[src/rtl/bootram_bus_bridge_if.sv]
// PicoRV32 native memory bus as seen by a single memory slave.
// The master modport is the CPU/decoder side and the slave modport is the memory side.
interface bootram_bus_bridge_if;
    logic        mem_valid;
    logic        mem_ready;
    logic [31:0] mem_addr;
    logic [31:0] mem_wdata;
    logic [3:0]  mem_wstrb;
    logic [31:0] mem_rdata;

    modport master (
        output mem_valid,
        output mem_addr,
        output mem_wdata,
        output mem_wstrb,
        input  mem_ready,
        input  mem_rdata
    );

    modport slave (
        input  mem_valid,
        input  mem_addr,
        input  mem_wdata,
        input  mem_wstrb,
        output mem_ready,
        output mem_rdata
    );
endinterface

[src/rtl/bootram_bus_bridge.sv]
// 32-bit PicoRV32 bus to 8-bit single-port boot RAM bridge.
// Each word access is split into four byte cycles, and each byte cycle has 1-cycle read latency.
module bootram_bus_bridge #(
    parameter int ADDR_WIDTH = 11
) (
    input  logic                   clk,
    input  logic                   resetn,
    bootram_bus_bridge_if.slave    bus,
    output logic [ADDR_WIDTH-1:0]  ram_ad,
    output logic [7:0]             ram_din,
    output logic                   ram_ce,
    output logic                   ram_wre,
    input  logic [7:0]             ram_dout
);

    typedef enum logic [2:0] {
        IDLE,
        READ,
        RLAST,
        WRITE,
        DONE
    } state_t;

    state_t                state;
    logic [ADDR_WIDTH-3:0] word;
    logic [31:0]           wdata_q;
    logic [3:0]            wstrb_q;
    logic [1:0]            lane;
    logic                  cap;
    logic [23:0]           rbuf;
    logic [7:0]            lane_byte;
    logic                  lane_strb;

    always_comb begin
        lane_byte = wdata_q[7:0];
        lane_strb = wstrb_q[0];
        case (lane)
            2'd1: begin
                lane_byte = wdata_q[15:8];
                lane_strb = wstrb_q[1];
            end
            2'd2: begin
                lane_byte = wdata_q[23:16];
                lane_strb = wstrb_q[2];
            end
            2'd3: begin
                lane_byte = wdata_q[31:24];
                lane_strb = wstrb_q[3];
            end
            default: ;
        endcase
    end

    always_ff @(posedge clk or negedge resetn) begin
        if (!resetn) begin
            state         <= IDLE;
            word          <= '0;
            wdata_q       <= '0;
            wstrb_q       <= '0;
            lane          <= '0;
            cap           <= 1'b0;
            rbuf          <= '0;
            ram_ad        <= '0;
            ram_din       <= '0;
            ram_ce        <= 1'b0;
            ram_wre       <= 1'b0;
            bus.mem_ready <= 1'b0;
            bus.mem_rdata <= '0;
        end else begin
            case (state)
                IDLE: begin
                    bus.mem_ready <= 1'b0;
                    if (bus.mem_valid) begin
                        word    <= bus.mem_addr[ADDR_WIDTH-1:2];
                        wdata_q <= bus.mem_wdata;
                        wstrb_q <= bus.mem_wstrb;
                        ram_ad  <= {bus.mem_addr[ADDR_WIDTH-1:2], 2'd0};
                        ram_din <= bus.mem_wdata[7:0];
                        ram_ce  <= 1'b1;
                        ram_wre <= bus.mem_wstrb[0];
                        lane    <= 2'd1;
                        state   <= (bus.mem_wstrb == 4'b0000) ? READ : WRITE;
                    end
                end
                READ: begin
                    ram_ad <= {word, lane};
                    ram_ce <= 1'b1;
                    lane   <= lane + 2'd1;
                    // RAM data lags the address by one edge, so lane N is captured two edges after it was issued.
                    if (lane == 2'd2) begin
                        rbuf[7:0] <= ram_dout;
                    end else if (lane == 2'd3) begin
                        rbuf[15:8] <= ram_dout;
                        state      <= RLAST;
                    end
                end
                RLAST: begin
                    ram_ce      <= 1'b0;
                    rbuf[23:16] <= ram_dout;
                    cap         <= 1'b1;
                    lane        <= 2'd0;
                    state       <= DONE;
                end
                WRITE: begin
                    // Lane counter wraps to 0 after lane 3 has been issued; that edge closes the write.
                    if (lane == 2'd0) begin
                        ram_ce        <= 1'b0;
                        ram_wre       <= 1'b0;
                        bus.mem_ready <= 1'b1;
                        state         <= DONE;
                    end else begin
                        ram_ad  <= {word, lane};
                        ram_din <= lane_byte;
                        ram_ce  <= lane_strb;
                        ram_wre <= lane_strb;
                        lane    <= lane + 2'd1;
                    end
                end
                DONE: begin
                    // Reads spend one extra cycle here collecting the last byte before raising ready.
                    if (cap) begin
                        bus.mem_rdata <= {ram_dout, rbuf};
                        bus.mem_ready <= 1'b1;
                        cap           <= 1'b0;
                    end else begin
                        bus.mem_ready <= 1'b0;
                        state         <= IDLE;
                    end
                end
                default: state <= IDLE;
            endcase
        end
    end

endmodule

[src/flat_wrapper.sv]
// flat-port wrapper written by rule: the top's interface ports become plain ports
module bootram_bus_bridge_flat 
#(
    parameter int ADDR_WIDTH = 11
)
  (clk, resetn, ram_ad, ram_din, ram_ce, ram_wre, ram_dout, bus_mem_valid, bus_mem_addr, bus_mem_wdata, bus_mem_wstrb, bus_mem_ready, bus_mem_rdata);
  bootram_bus_bridge_if bus_i ();
  input  logic clk;
  input  logic resetn;
  output logic [ADDR_WIDTH-1:0] ram_ad;
  output logic [7:0] ram_din;
  output logic ram_ce;
  output logic ram_wre;
  input  logic [7:0] ram_dout;
  input wire logic [$bits(bus_i.mem_valid)-1:0] bus_mem_valid;
  input wire logic [$bits(bus_i.mem_addr)-1:0] bus_mem_addr;
  input wire logic [$bits(bus_i.mem_wdata)-1:0] bus_mem_wdata;
  input wire logic [$bits(bus_i.mem_wstrb)-1:0] bus_mem_wstrb;
  output wire logic [$bits(bus_i.mem_ready)-1:0] bus_mem_ready;
  output wire logic [$bits(bus_i.mem_rdata)-1:0] bus_mem_rdata;
  assign bus_i.mem_valid = bus_mem_valid;
  assign bus_i.mem_addr = bus_mem_addr;
  assign bus_i.mem_wdata = bus_mem_wdata;
  assign bus_i.mem_wstrb = bus_mem_wstrb;
  assign bus_mem_ready = bus_i.mem_ready;
  assign bus_mem_rdata = bus_i.mem_rdata;
  bootram_bus_bridge #(.ADDR_WIDTH(ADDR_WIDTH)) u_core (.clk(clk), .resetn(resetn), .bus(bus_i), .ram_ad(ram_ad), .ram_din(ram_din), .ram_ce(ram_ce), .ram_wre(ram_wre), .ram_dout(ram_dout));
endmodule
[config.mk]
export PLATFORM = sky130hd
export DESIGN_NAME = bootram_bus_bridge_flat
export DESIGN_NICKNAME = d
export VERILOG_FILES = /design/src/rtl/bootram_bus_bridge_if.sv /design/src/rtl/bootram_bus_bridge.sv /design/src/flat_wrapper.sv
export SDC_FILE = /design/constraint.sdc
export NUM_CORES = 1
export LEC_CHECK = 0
export BUFFER_PORTS_ARGS = -buffer_cell sky130_fd_sc_hd__buf_2
export CORE_MARGIN = 10
export CORE_UTILIZATION = 50
export CTS_BUF_LIST = sky130_fd_sc_hd__clkbuf_2 sky130_fd_sc_hd__clkbuf_4 sky130_fd_sc_hd__clkbuf_8
export DETAILED_ROUTE_END_ITERATION = 16
export PLACE_DENSITY_LB_ADDON = 0.15
export RECOVER_POWER = 100
export SLEW_MARGIN = 25
export SYNTH_ARGS = -nofsm -noshare
export SYNTH_HDL_FRONTEND = slang
export SYNTH_SLANG_ARGS = --single-unit
[constraint.sdc]
create_clock -name clk -period 4.9 [get_ports clk]
set_input_delay 0.49 -clock clk [delete_from_list [all_inputs] [get_ports clk]]
set_output_delay 0.49 -clock clk [all_outputs]
set_load 0.01 [all_outputs]
==> impl_results.md, run 1 <==
* Outcome: finished, violations left
* Failing checks: max-capacitance violations, max-slew violations
* Startpoint types: flip-flop
* Critical path capture point: u_core.bus.mem_rdata[31]
* Final HPWL DP at approximately 7.4 mm
* Clock network fraction of total power at roughly a quarter
* I/O Pins at 133
* Synth area leader: dfrtp_1
* CTS root buf: clkbuf_8
* Final Max Tran Viols at 46
* Crit path max-delay cell type: clkbuf_1
* Max Cap Viol at 1
* Total Nets Final at approximately 560
* Skew final at about 0.0075 ns
* Initial antenna violation count at 0
* CP Capture Type: flip-flop
* P&R area growth vs syn at 19.8%
* DR DRC count at 0
* First-pass GRT wire length at 17.6 mm
* Via density at ~5.3
* Post-CTS sizing at 0
* Reg2Reg Launch Point: u_core.state[2]
* Via count at 3309
* Yosys warns at 0
* Clock Latency Late Sink at approximately 0.44 ns
* Comb power frac at between 30% and 40%
* Mapped cell area at about 5000 µm²
* Sequential share of the synthesized area at 59.9%
* FMAX at around 340 MHz
* Total power at around 4 mW
* Diode count at 0
* Worst Hold Class: in -> reg
* DRT antenna net count at 0
* TritonCTS clock tree: done
* Fillers at approximately 850
* Critical path class: reg -> reg
* Grt ovf at 0
* Leak at 2.64 nW
* Routed len/inst at approximately 18 µm
* Largest net degree at the start of global routing at 75
* Htree depth at 4
* Max clock buf depth at 2
* Sink Count at 120
* FF-to-FF End: u_core.bus.mem_rdata[31]
* Flop pwr share at between 40% and 50%
* Worst slew pin tran at roughly 2 ns
* Inst Count DP at 588
* Share of post-route cells with drive strength above 1 at 24.5%
* Syn avg cell area at 13.6 µm²
* # Post-CTS Setup Buffers at 0
* PortBufs at roughly 110
* Die W at 120 µm
* Final Cell Area at 6000 µm²
* Die height at ~120 µm
* R2R depth at 3
* Detailed Route WL at between 10 and 15 mm
* Worst-path fanout max at 22
* Top cells by area, synth: dfrtp_1 (60%), mux2_1 (13%), mux2_2 (7.2%)
* Initial Utilization at between 50% and 60%
* Slew headroom at -32.2%
* CP cell instances: and3_1 -> clkbuf_1 -> mux2_2
* CTS clk-pin slew, worst paths at 0.07 ns
* Final hold violation count at 0
* # setup viols final at 0
* Flops & latches, synth at 120
* Drt initial violations at about 240
* Setup TNS at 0 ns
* Yosys top cell area share at around 60%
* Die ar. at around 14000 µm²
* Reg area at between 3000 and 4000 µm²
* Hold WS at around 0.26 ns
* Vias in the first global route at about 3500
* Reg2Reg Setup Slack at just under 2 ns
* CTS Buf Count at 17
* Min Tclk post-route at 2.96 ns
* Global Route Usage Sum at between 15 and 20%
* # rows at 36
* Switch share at approximately 33%
* P_sw at 1.36 mW
* Layout Cells excl Fill at just over 600
* 1st-pass router iterations at 5
* RePlAce Congestion at just under 0.8
* Power Dens Cells at around 700 nW/µm²
* WP data required at roughly 5.2 ns
* Area of the multi-input gates at ~1800 µm²
* Worst path max stage delay at a little under 1 ns
* Core area at between 9000 and 10000 µm²
* Crit share post-route at about 60%
* Distinct cell type count after synthesis at 37
* Syn Nets at 452
* P_int at about 2.7 mW
* Post-Synthesis Cells at around 370
* CP startpoint: u_core.state[2]
* Critical Path AT at about 3.3 ns
* Worst ir drop on vdd at 0.000263 V
* RSZ-0062 raised after global routing: false
* Post-DP Area at approximately 5600 µm²
power groups by stage:
stage,logic [mW],registers [mW],clock network (mW)
6_report,1.28,1.78,1.05
5_1_grt,1.43,1.84,1.12
4_1_cts,1.36,1.77,1.07
3_5_place_dp,1.35,1.79,0
3_3_place_gp,1.32,1.76,0
2_1_floorplan,0.892,1.79,0
worst min-delay path by stage:
stage                                   from                  endpoint  slack [ns]  depth (start not counted)
floorplan                             resetn   u_core.bus.mem_rdata[0]        0.19                          0
global placement    u_core.bus.mem_rdata[28]  u_core.bus.mem_rdata[28]        0.46                          1
detailed placement  u_core.bus.mem_rdata[15]  u_core.bus.mem_rdata[15]        0.47                          1
CTS                                   resetn  u_core.bus.mem_rdata[20]        0.22                          1
global route               bus_mem_wdata[11]        u_core.wdata_q[11]        0.25                          2
finish                     bus_mem_wdata[11]        u_core.wdata_q[11]        0.26                          2
cell usage in the layout (no fill, tap or decap), drive strengths merged, types with 2 or more instances in the layout:
| cell | Yosys | routed |
|---|---|---|
| o31a | 8 | 8 |
| and2 | 2 | 2 |
| nand3 | 2 | 2 |
| nor3 | 2 | 2 |
| dfrtp | 120 | 120 |
| inv | 5 | 5 |
| a222oi | 9 | 9 |
| buf | 22 | 55 |
| a21oi | 2 | 2 |
| a21o | 3 | 3 |
| nor2 | 15 | 15 |
| mux2 | 92 | 92 |
| clkbuf | 4 | 79 |
| ha | 4 | 4 |
| clkinv | 0 | 2 |
| o21ai | 17 | 17 |
| bufinv | 0 | 5 |
| a31oi | 9 | 9 |
| and3 | 2 | 2 |
| o22ai | 9 | 9 |
| nand2 | 22 | 22 |
| clkinvlp | 0 | 4 |
| nand2b | 5 | 5 |
| nor2b | 4 | 4 |
cells by family (layout without fill, tap and decap cells):
family | Yosys count | after routing | synth area share [%]
multiplexers | 93 | 93 | 20.9
AO/OA/AOI/OAI | 64 | 64 | 9.02
buffers and inverters | 31 | 151 | 3.92
flip-flops | 120 | 120 | 59.9
AND/OR/NAND/NOR | 57 | 57 | 5.24
adder cells (fa/ha/maj) | 4 | 4 | 0.999
worst max-delay path, delay by kind of cell (launching register included):
kind	cells	cell delay, ns
multiplexers	1	0.42
flip-flops	1	0.74
AND/OR/NAND/NOR	1	0.70
buffers and inverters	1	0.97
area by class of cell:
type / count / share of cell area, %
clock buffers: 21 / 4.71
multi-input cells: 218 / 30.2
inverters: 5 / 0.313
well taps: 133 / 2.77
flip-flops and latches: 120 / 50.0
repair buffers: 114 / 8.78
clock inverters: 11 / 3.23
sequential cells by signal, summed over array words and instances (netlist names):
signal / cells
u_core.lane: 2
u_core.word: 9
u_core.ram_wre: 1
u_core.ram_din: 8
u_core.bus.mem_ready: 1
u_core.cap: 1
u_core.state: 3
u_core.bus.mem_rdata: 32
u_core.wdata_q: 24
u_core.rbuf: 24
u_core.ram_ad: 11
u_core.ram_ce: 1
u_core.wstrb_q: 3
synthesized netlist by cell type, drive strengths merged:
library cell / n
o21ai: 17
a21o: 3
o22ai: 9
o31ai: 1
nor2b: 4
mux2: 92
and3: 2
o211a: 1
mux2i: 1
nand2: 22
o21bai: 1
clkbuf: 4
inv: 5
a221o: 1
buf: 22
o21a: 1
a31oi: 9
nand3: 2
nor2: 15
a32o: 1
a21oi: 2
o31a: 8
ha: 4
nand3b: 1
and2b: 1
and2: 2
nor3: 2
dfrtp: 120
o2bb2ai: 1
nand2b: 5
or4: 1
a222oi: 9
metal layers:
metal	GRT usage, %	vias up	routed length (µm)
met4	6.86	0	188
met5	0	-	0
met2	23.9	109	5220
met1	18.4	1637	4680
met3	6.00	14	899
li1	-	1549	-
timing repair:
item | in CTS | in global routing
hold buffers | 0 | 1
endpoints found under the setup margin | 0 | 0
endpoints found under the hold margin | 0 | 22
through the flow:
step	setup slack (ns)	utilization (%)
6_report	1.94	61.4
2_1_floorplan	3.20	-
3_5_place_dp	2.48	57.0
5_1_grt	1.54	61.4
3_3_place_gp	2.53	57.0
4_1_cts	2.42	61.9
(Power assumes the default switching activity.)
==> run 2: changes to the inputs <==
- ABC_AREA: default -> 1
- clock period: 4.9 -> 2.75 ns (I/O delays scaled with it)
==> run 2 against run 1 <==
Net effect: worst setup slack got worse by 1.4 ns; count of clock-buffer cells in the layout rose by 2; largest cell class unchanged; via count rose by 34%; critical path depth rose by 2; final cell count rose by 37%; non-clock buffer count rose by 4; global-route usage rose by 2.5 points; maximum frequency rose by 32%; register-to-register slack got worse by 1.4 ns; the flow now finishes without violations; hold slack got worse by 0.23 ns.
==> impl_results.md, run 2 <==
* Outcome: completed
* Initial Utilization at approximately half
* First-pass GRT wire length at about 22 mm
* Share of post-route cells with drive strength above 1 at 17.2%
* Distinct cell type count after synthesis at 24
* Syn avg cell area at about 9 µm²
* Fillers at about 950
* Die height at roughly 120 µm
* Critical path class: reg -> reg
* Comb power frac at about a third
* Final HPWL DP at between 9 and 10 mm
* Diode count at 0
* Mapped cell area at around 5400 µm²
* Initial antenna violation count at 0
* P_int at about 4.9 mW
* Max Cap Viol at 0
* Syn Nets at about 680
* Htree depth at 4
* CTS Buf Count at 17
* Post-CTS sizing at 0
* Die ar. at 15400 µm²
* CP Capture Type: flip-flop
* Largest net degree at the start of global routing at 56
* CTS root buf: clkbuf_8
* Main synth FF type: dfrtp_1
* Worst ir drop on vdd at around 0.00057 V
* DR DRC count at 0
* Die W at about 120 µm
* Switch share at 36.8%
* Most common cell after layout, fill and taps aside: nand2_1
* Total Nets Final at ~800
* I/O Pins at 133
* Worst Hold Class: in -> reg
* Leak at 3.27 nW
* Core area at 10400 µm²
* Detailed Route WL at about 13 mm
* P&R area growth vs syn at 18.8%
* Highest-count cells in the layout ignoring fill and taps: nand2_1 (256), dfrtp_1 (128), clkbuf_1 (55)
* Asr flop ratio synth at 100%
* Routed len/inst at approximately 16 µm
* Sequential share of the synthesized area at between 50% and 60%
* Flop pwr share at a little over two fifths
* Clock Latency Late Sink at approximately 0.44 ns
* Worst slew pin tran at around 1.1 ns
* Grt ovf at 0
* Final Max Tran Viols at 0
* WP data required at 3.11 ns
* Critical Path AT at around 2.6 ns
* # rows at 37
* DRT antenna net count at 0
* Clock network fraction of total power at between 20% and 30%
* Crit share post-route at about four fifths
* Power Dens Cells at ~1200 nW/µm²
* Startpoint types: flip-flop
* Sink Count at 128
* TritonCTS clock tree: done
* P_sw at 2.84 mW
* FMAX at roughly 450 MHz
* Global Route Usage Sum at 17.9%
* Via count at 4434
* Skew final at 0.0116 ns
* Max clock buf depth at 2
* PortBufs at 109
* Via density at about 5.2
* Largest regs: u_core.bus.mem_rdata (32), u_core.wdata_q (32), u_core.rbuf (24)
* Slew headroom at about 27%
* Worst-path fanout max at 11
* Flops & latches, synth at between 100 and 150
* Min Tclk post-route at roughly 2.2 ns
* CTS clk-pin slew, worst paths at 0.07 ns
* Top cells by area, synth: dfrtp_1 (59%), nand2_1 (18%), mux2_2 (5.0%)
* RePlAce Congestion at roughly 0.81
* Final hold violation count at 0
* Fin worst setup slack at slightly above 0.5 ns
* Synth area leader: dfrtp_1
* Worst slack, placed at 0.653 ns
* RSZ-0062 raised after global routing: false
* Setup TNS at 0 ns
* Count leader, synth: nand2_1
* Drt initial violations at between 400 and 500
* Yosys top cell area share at 59.2%
* Post-Synthesis Cells at 594
* Yosys warns at 0
* Vias in the first global route at ~4300
* # setup viols final at 0
* Post-synth EDFFs at 0
* Top post-synthesis cells by count: nand2_1 (256), dfrtp_1 (128), nand3_1 (51)
* 1st-pass router iterations at 7
## run 2: cell types whose count changed after synthesis, sizes merged, moves of 4 or more
cell    change
nand3      +50
inv        +23
o22ai       -9
dfrtp       +8
nand2b      -5
nand2     +234
clkbuf      +5
a222oi      -9
a31oi       -9
nor2        -5
nor2b       -4
o21ai      +37
mux2       -68
o31a        -8
## run 2: cell families (layout without fill, tap and decap cells)
| family | Yosys count | in the layout | share of synthesized area, % |
|---|---|---|---|
| DFF | 128 | 128 | 59.2 |
| buffers and inverters | 56 | 178 | 4.53 |
| adders and majority gates | 4 | 4 | 0.925 |
| muxes | 24 | 24 | 4.99 |
| AOI/OAI and AO/OA | 61 | 61 | 6.33 |
| and+or+nand+nor | 321 | 321 | 24.0 |
## run 2: timing repair
action,CTS,global route
endpoints found under the hold margin,41,0
hold buffers,1,0
setup buffers,0,0
## run 2: routing by layer
layer  up-vias  share of wire (%)  track usage [%]
li1       2120                  -                -
met1      2155                 45             23.8
met2       141                 46             27.1
met3        18                7.2             5.38
met4         0                1.5             6.40
met5         -                  0                0
## run 2: layout make-up
class | instances | area [µm²] | area share [%]
clock inverters | 9 | 179 | 2.78
clock buffers | 23 | 298 | 4.63
multi-input cells | 410 | 1920 | 29.9
flip-flops and latches | 128 | 3200 | 49.8
repair buffers | 118 | 552 | 8.58
well taps | 136 | 170 | 2.65
inverters | 28 | 105 | 1.63
## run 2: final timing paths
kind                                            to  cells after the start  slack (ns)              start
setup / recovery                    u_core.ram_wre                      5        0.50     u_core.lane[0]
hold / removal                  u_core.wdata_q[18]                      3        0.03  bus_mem_wdata[18]
setup reg to reg                    u_core.ram_wre                      5        0.50     u_core.lane[0]
hold reg to reg                  u_core.wstrb_q[2]                      2        0.48  u_core.wstrb_q[2]
max in group asynchronous        u_core.wdata_q[5]                      3        0.75             resetn
min in group asynchronous  u_core.bus.mem_rdata[2]                      2        0.58             resetn
## run 2: worst max-delay path, stage by stage, from the launching register on
cell	delay [ns]
dfrtp_1	0.44
inv_1	0.11
ha_1	0.37
nor3_1	0.88
nand2_1	0.18
a21oi_1	0.19
## run 2: power groups by stage
stage	clock network, mW	registers [mW]	logic, mW
floorplan	0	3.35	1.68
global placement	0	3.24	2.65
finish	1.91	3.26	2.54
detailed placement	0	3.29	2.72
global route	2.02	3.37	2.95
CTS	1.93	3.26	2.74
## run 2: metrics by stage
step	power, mW	instances	util, %	cell area (µm²)	hold WS (ns)
finish	7.72	852	61.7	6430	0.0251
CTS	7.93	852	63.0	6560	0.00943
global route	8.35	852	61.7	6430	0.0104
floorplan	5.03	594	-	5410	-0.0206
detailed placement	6.01	819	58.3	6080	0.319
global placement	5.89	819	58.3	6080	0.307
==> run 3: changes to the inputs <==
- ABC_AREA: 1 -> 0
- clock period: 2.75 -> 2.2 ns (I/O delays scaled with it)
==> run 3 against run 2 <==
Net effect: non-clock buffer count is 26 higher; hold slack worse by 0.0060 ns; total power is 17% higher; critical path depth is 1 lower; flip-flop and latch count is 8 lower; clock power is 9.9% higher; critical endpoint is now u_core.word[3]; largest cell class unchanged; highest routed layer unchanged.
==> impl_results.md, run 3 (synthesis gave the netlist of run 1 again) <==
* Outcome: completed
* Diode count at 0
* Fin worst setup slack at around 0.17 ns
* Die ar. at roughly 14000 µm²
* Max Cap Viol at 0
* Clock Latency Late Sink at ~0.42 ns
* Final hold violation count at 0
* Worst Hold Launch: bus_mem_wdata[16]
* Post-CTS sizing at 0
* Area of the multi-input gates at between 1500 and 2000 µm²
* Critical Path AT at between 2 and 2.5 ns
* Inst Count DP at ~600
* Initial Utilization at between 50% and 60%
* Layout Cells excl Fill at between 600 and 700
* Most common cell after layout, fill and taps aside: dfrtp_1
* Startpoint types: flip-flop
* TritonCTS clock tree: done
* Biggest register: u_core.bus.mem_rdata
* Total Nets Final at between 500 and 600
* Power Dens Cells at approximately 1500 nW/µm²
* Reg2Reg Setup Slack at ~0.17 ns
* Worst Hold Class: in -> reg
* Via count at roughly 3400
* Htree depth at 4
* CTS root buf: clkbuf_8
* # Post-CTS Setup Buffers at 0
* Switch share at 33.3%
* Hold Path End: u_core.wdata_q[16]
* Worst-path fanout max at 39
* # setup viols final at 0
* RePlAce Congestion at approximately 0.80
* Final Cell Area at between 6000 and 7000 µm²
* Clock network fraction of total power at a little under a quarter
* Core area at about 10000 µm²
* Share of post-route cells with drive strength above 1 at approximately a quarter
* CP Capture Type: flip-flop
* FMAX at ~490 MHz
* First-pass GRT wire length at 18.3 mm
* Final Max Tran Viols at 0
* Fillers at 821
* RSZ-0062 raised after global routing: false
* 1st-pass router iterations at 4
* Largest net degree at the start of global routing at 57
* Vias in the first global route at 3656
* Post-DP Area at 5690 µm²
* Leak at around 2.8 nW
* Flop pwr share at a little over two fifths
* Skew final at just under 0.009 ns
* P_int at 6.00 mW
* Final HPWL DP at between 7 and 8 mm
* CTS Buf Count at 17
* Reg area at roughly 3000 µm²
* R2R depth at 4
* CTS clk-pin slew, worst paths at 0.07 ns
* Detailed Route WL at 11.2 mm
* Max reg flops at 32
* PortBufs at 109
* Routed len/inst at between 15 and 20 µm
* Sink Count at 120
* Comb power frac at between 30% and 40%
* Global Route Usage Sum at 15.9%
* Worst slack, placed at ~0.34 ns
* Hold Crit Depth at 2
* Min Tclk post-route at 2.03 ns
* Slew headroom at 20.1%
* # rows at 36
* Setup TNS at 0 ns
* Die height at approximately 120 µm
* Worst ir drop on vdd at approximately 0.0006 V
* Reg2Reg Launch Point: u_core.state[1]
* Grt ovf at 0
* Highest-count cells in the layout ignoring fill and taps: dfrtp_1 (120), mux2_1 (60), clkbuf_1 (58)
* Largest regs: u_core.bus.mem_rdata (32), u_core.rbuf (24), u_core.wdata_q (24)
* Via density at 5.23
* Worst slew pin tran at between 1 and 1.5 ns
* FF-to-FF End: u_core.word[3]
* P&R area growth vs syn at 23.8%
* DR DRC count at 0
* Crit share post-route at between 90% and 100%
* P_sw at ~3.0 mW
* Drt initial violations at roughly 220
* Die W at around 120 µm
* WP data required at 2.51 ns
* Final Util at between 60% and 70%
* Critical path class: reg -> reg
* Initial antenna violation count at 0
* DRT antenna net count at 0
* I/O Pins at around 130
* Max clock buf depth at 2
[run 3: cell types whose count changed in the layout (fill, tap and decap cells not counted), sizes merged, moves of 5 or more]
cell	delta
dlygate4sd3	+20
buf	+5
o22ai	+9
nand2b	+5
o21ai	-37
o31a	+8
nand2	-234
nor2	+5
mux2	+68
a222oi	+9
a31oi	+9
nand3	-50
inv	-23
dfrtp	-8
[run 3: critical path, stage by stage, from the launching register on]
cell,delay [ns]
dfrtp_1,0.51
nor2_1,0.16
and3_1,0.46
buf_6,0.39
mux2_2,0.39
[run 3: worst max-delay path by stage]
stage                     from           endpoint
6_report       u_core.state[1]     u_core.word[3]
5_1_grt        u_core.state[1]     u_core.word[3]
4_1_cts         u_core.lane[0]  u_core.ram_din[6]
3_5_place_dp    u_core.lane[0]     u_core.rbuf[9]
3_3_place_gp    u_core.lane[0]    u_core.rbuf[11]
2_1_floorplan   u_core.lane[0]     u_core.rbuf[0]
[run 3: area by class of cell]
class,instances,share of cell area [%]
multi-input cells,218,29.2
flip-flops and latches,120,48.4
clock buffers,23,5.00
repair buffers,144,12.5
inverters,5,0.303
clock inverters,8,1.90
well taps,133,2.68
[run 3: power by group through the flow]
| stage | registers, mW | logic (mW) | clock network, mW |
|---|---|---|---|
| 3_5_place_dp | 3.93 | 3.20 | 0 |
| 2_1_floorplan | 4.00 | 1.99 | 0 |
| 4_1_cts | 3.90 | 3.24 | 2.15 |
| 6_report | 3.91 | 2.99 | 2.10 |
| 3_3_place_gp | 3.87 | 3.10 | 0 |
| 5_1_grt | 4.05 | 3.34 | 2.25 |
[run 3: metal layers]
metal	up-vias	share of wire, %	track usage [%]
met5	-	0	0
met4	0	1.8	6.41
met3	18	6.9	6.24
met2	97	49	25.2
met1	1678	43	19.0
li1	1609	-	-
[run 3: repair_timing]
item / CTS / global route
hold endpoints to repair: 43 / 2
endpoints found under the setup margin: 0 / 0
hold buffers: 19 / 2
[run 3: metrics by stage]
| step | hold slack, ns | total power [mW] |
|---|---|---|
| after floorplan | -0.0756 | 5.98 |
| after global placement | 0.166 | 6.97 |
| after detailed placement | 0.162 | 7.14 |
| after CTS | 0.000170 | 9.29 |
| after global routing | 0.00145 | 9.64 |
| final | 0.0192 | 8.99 |
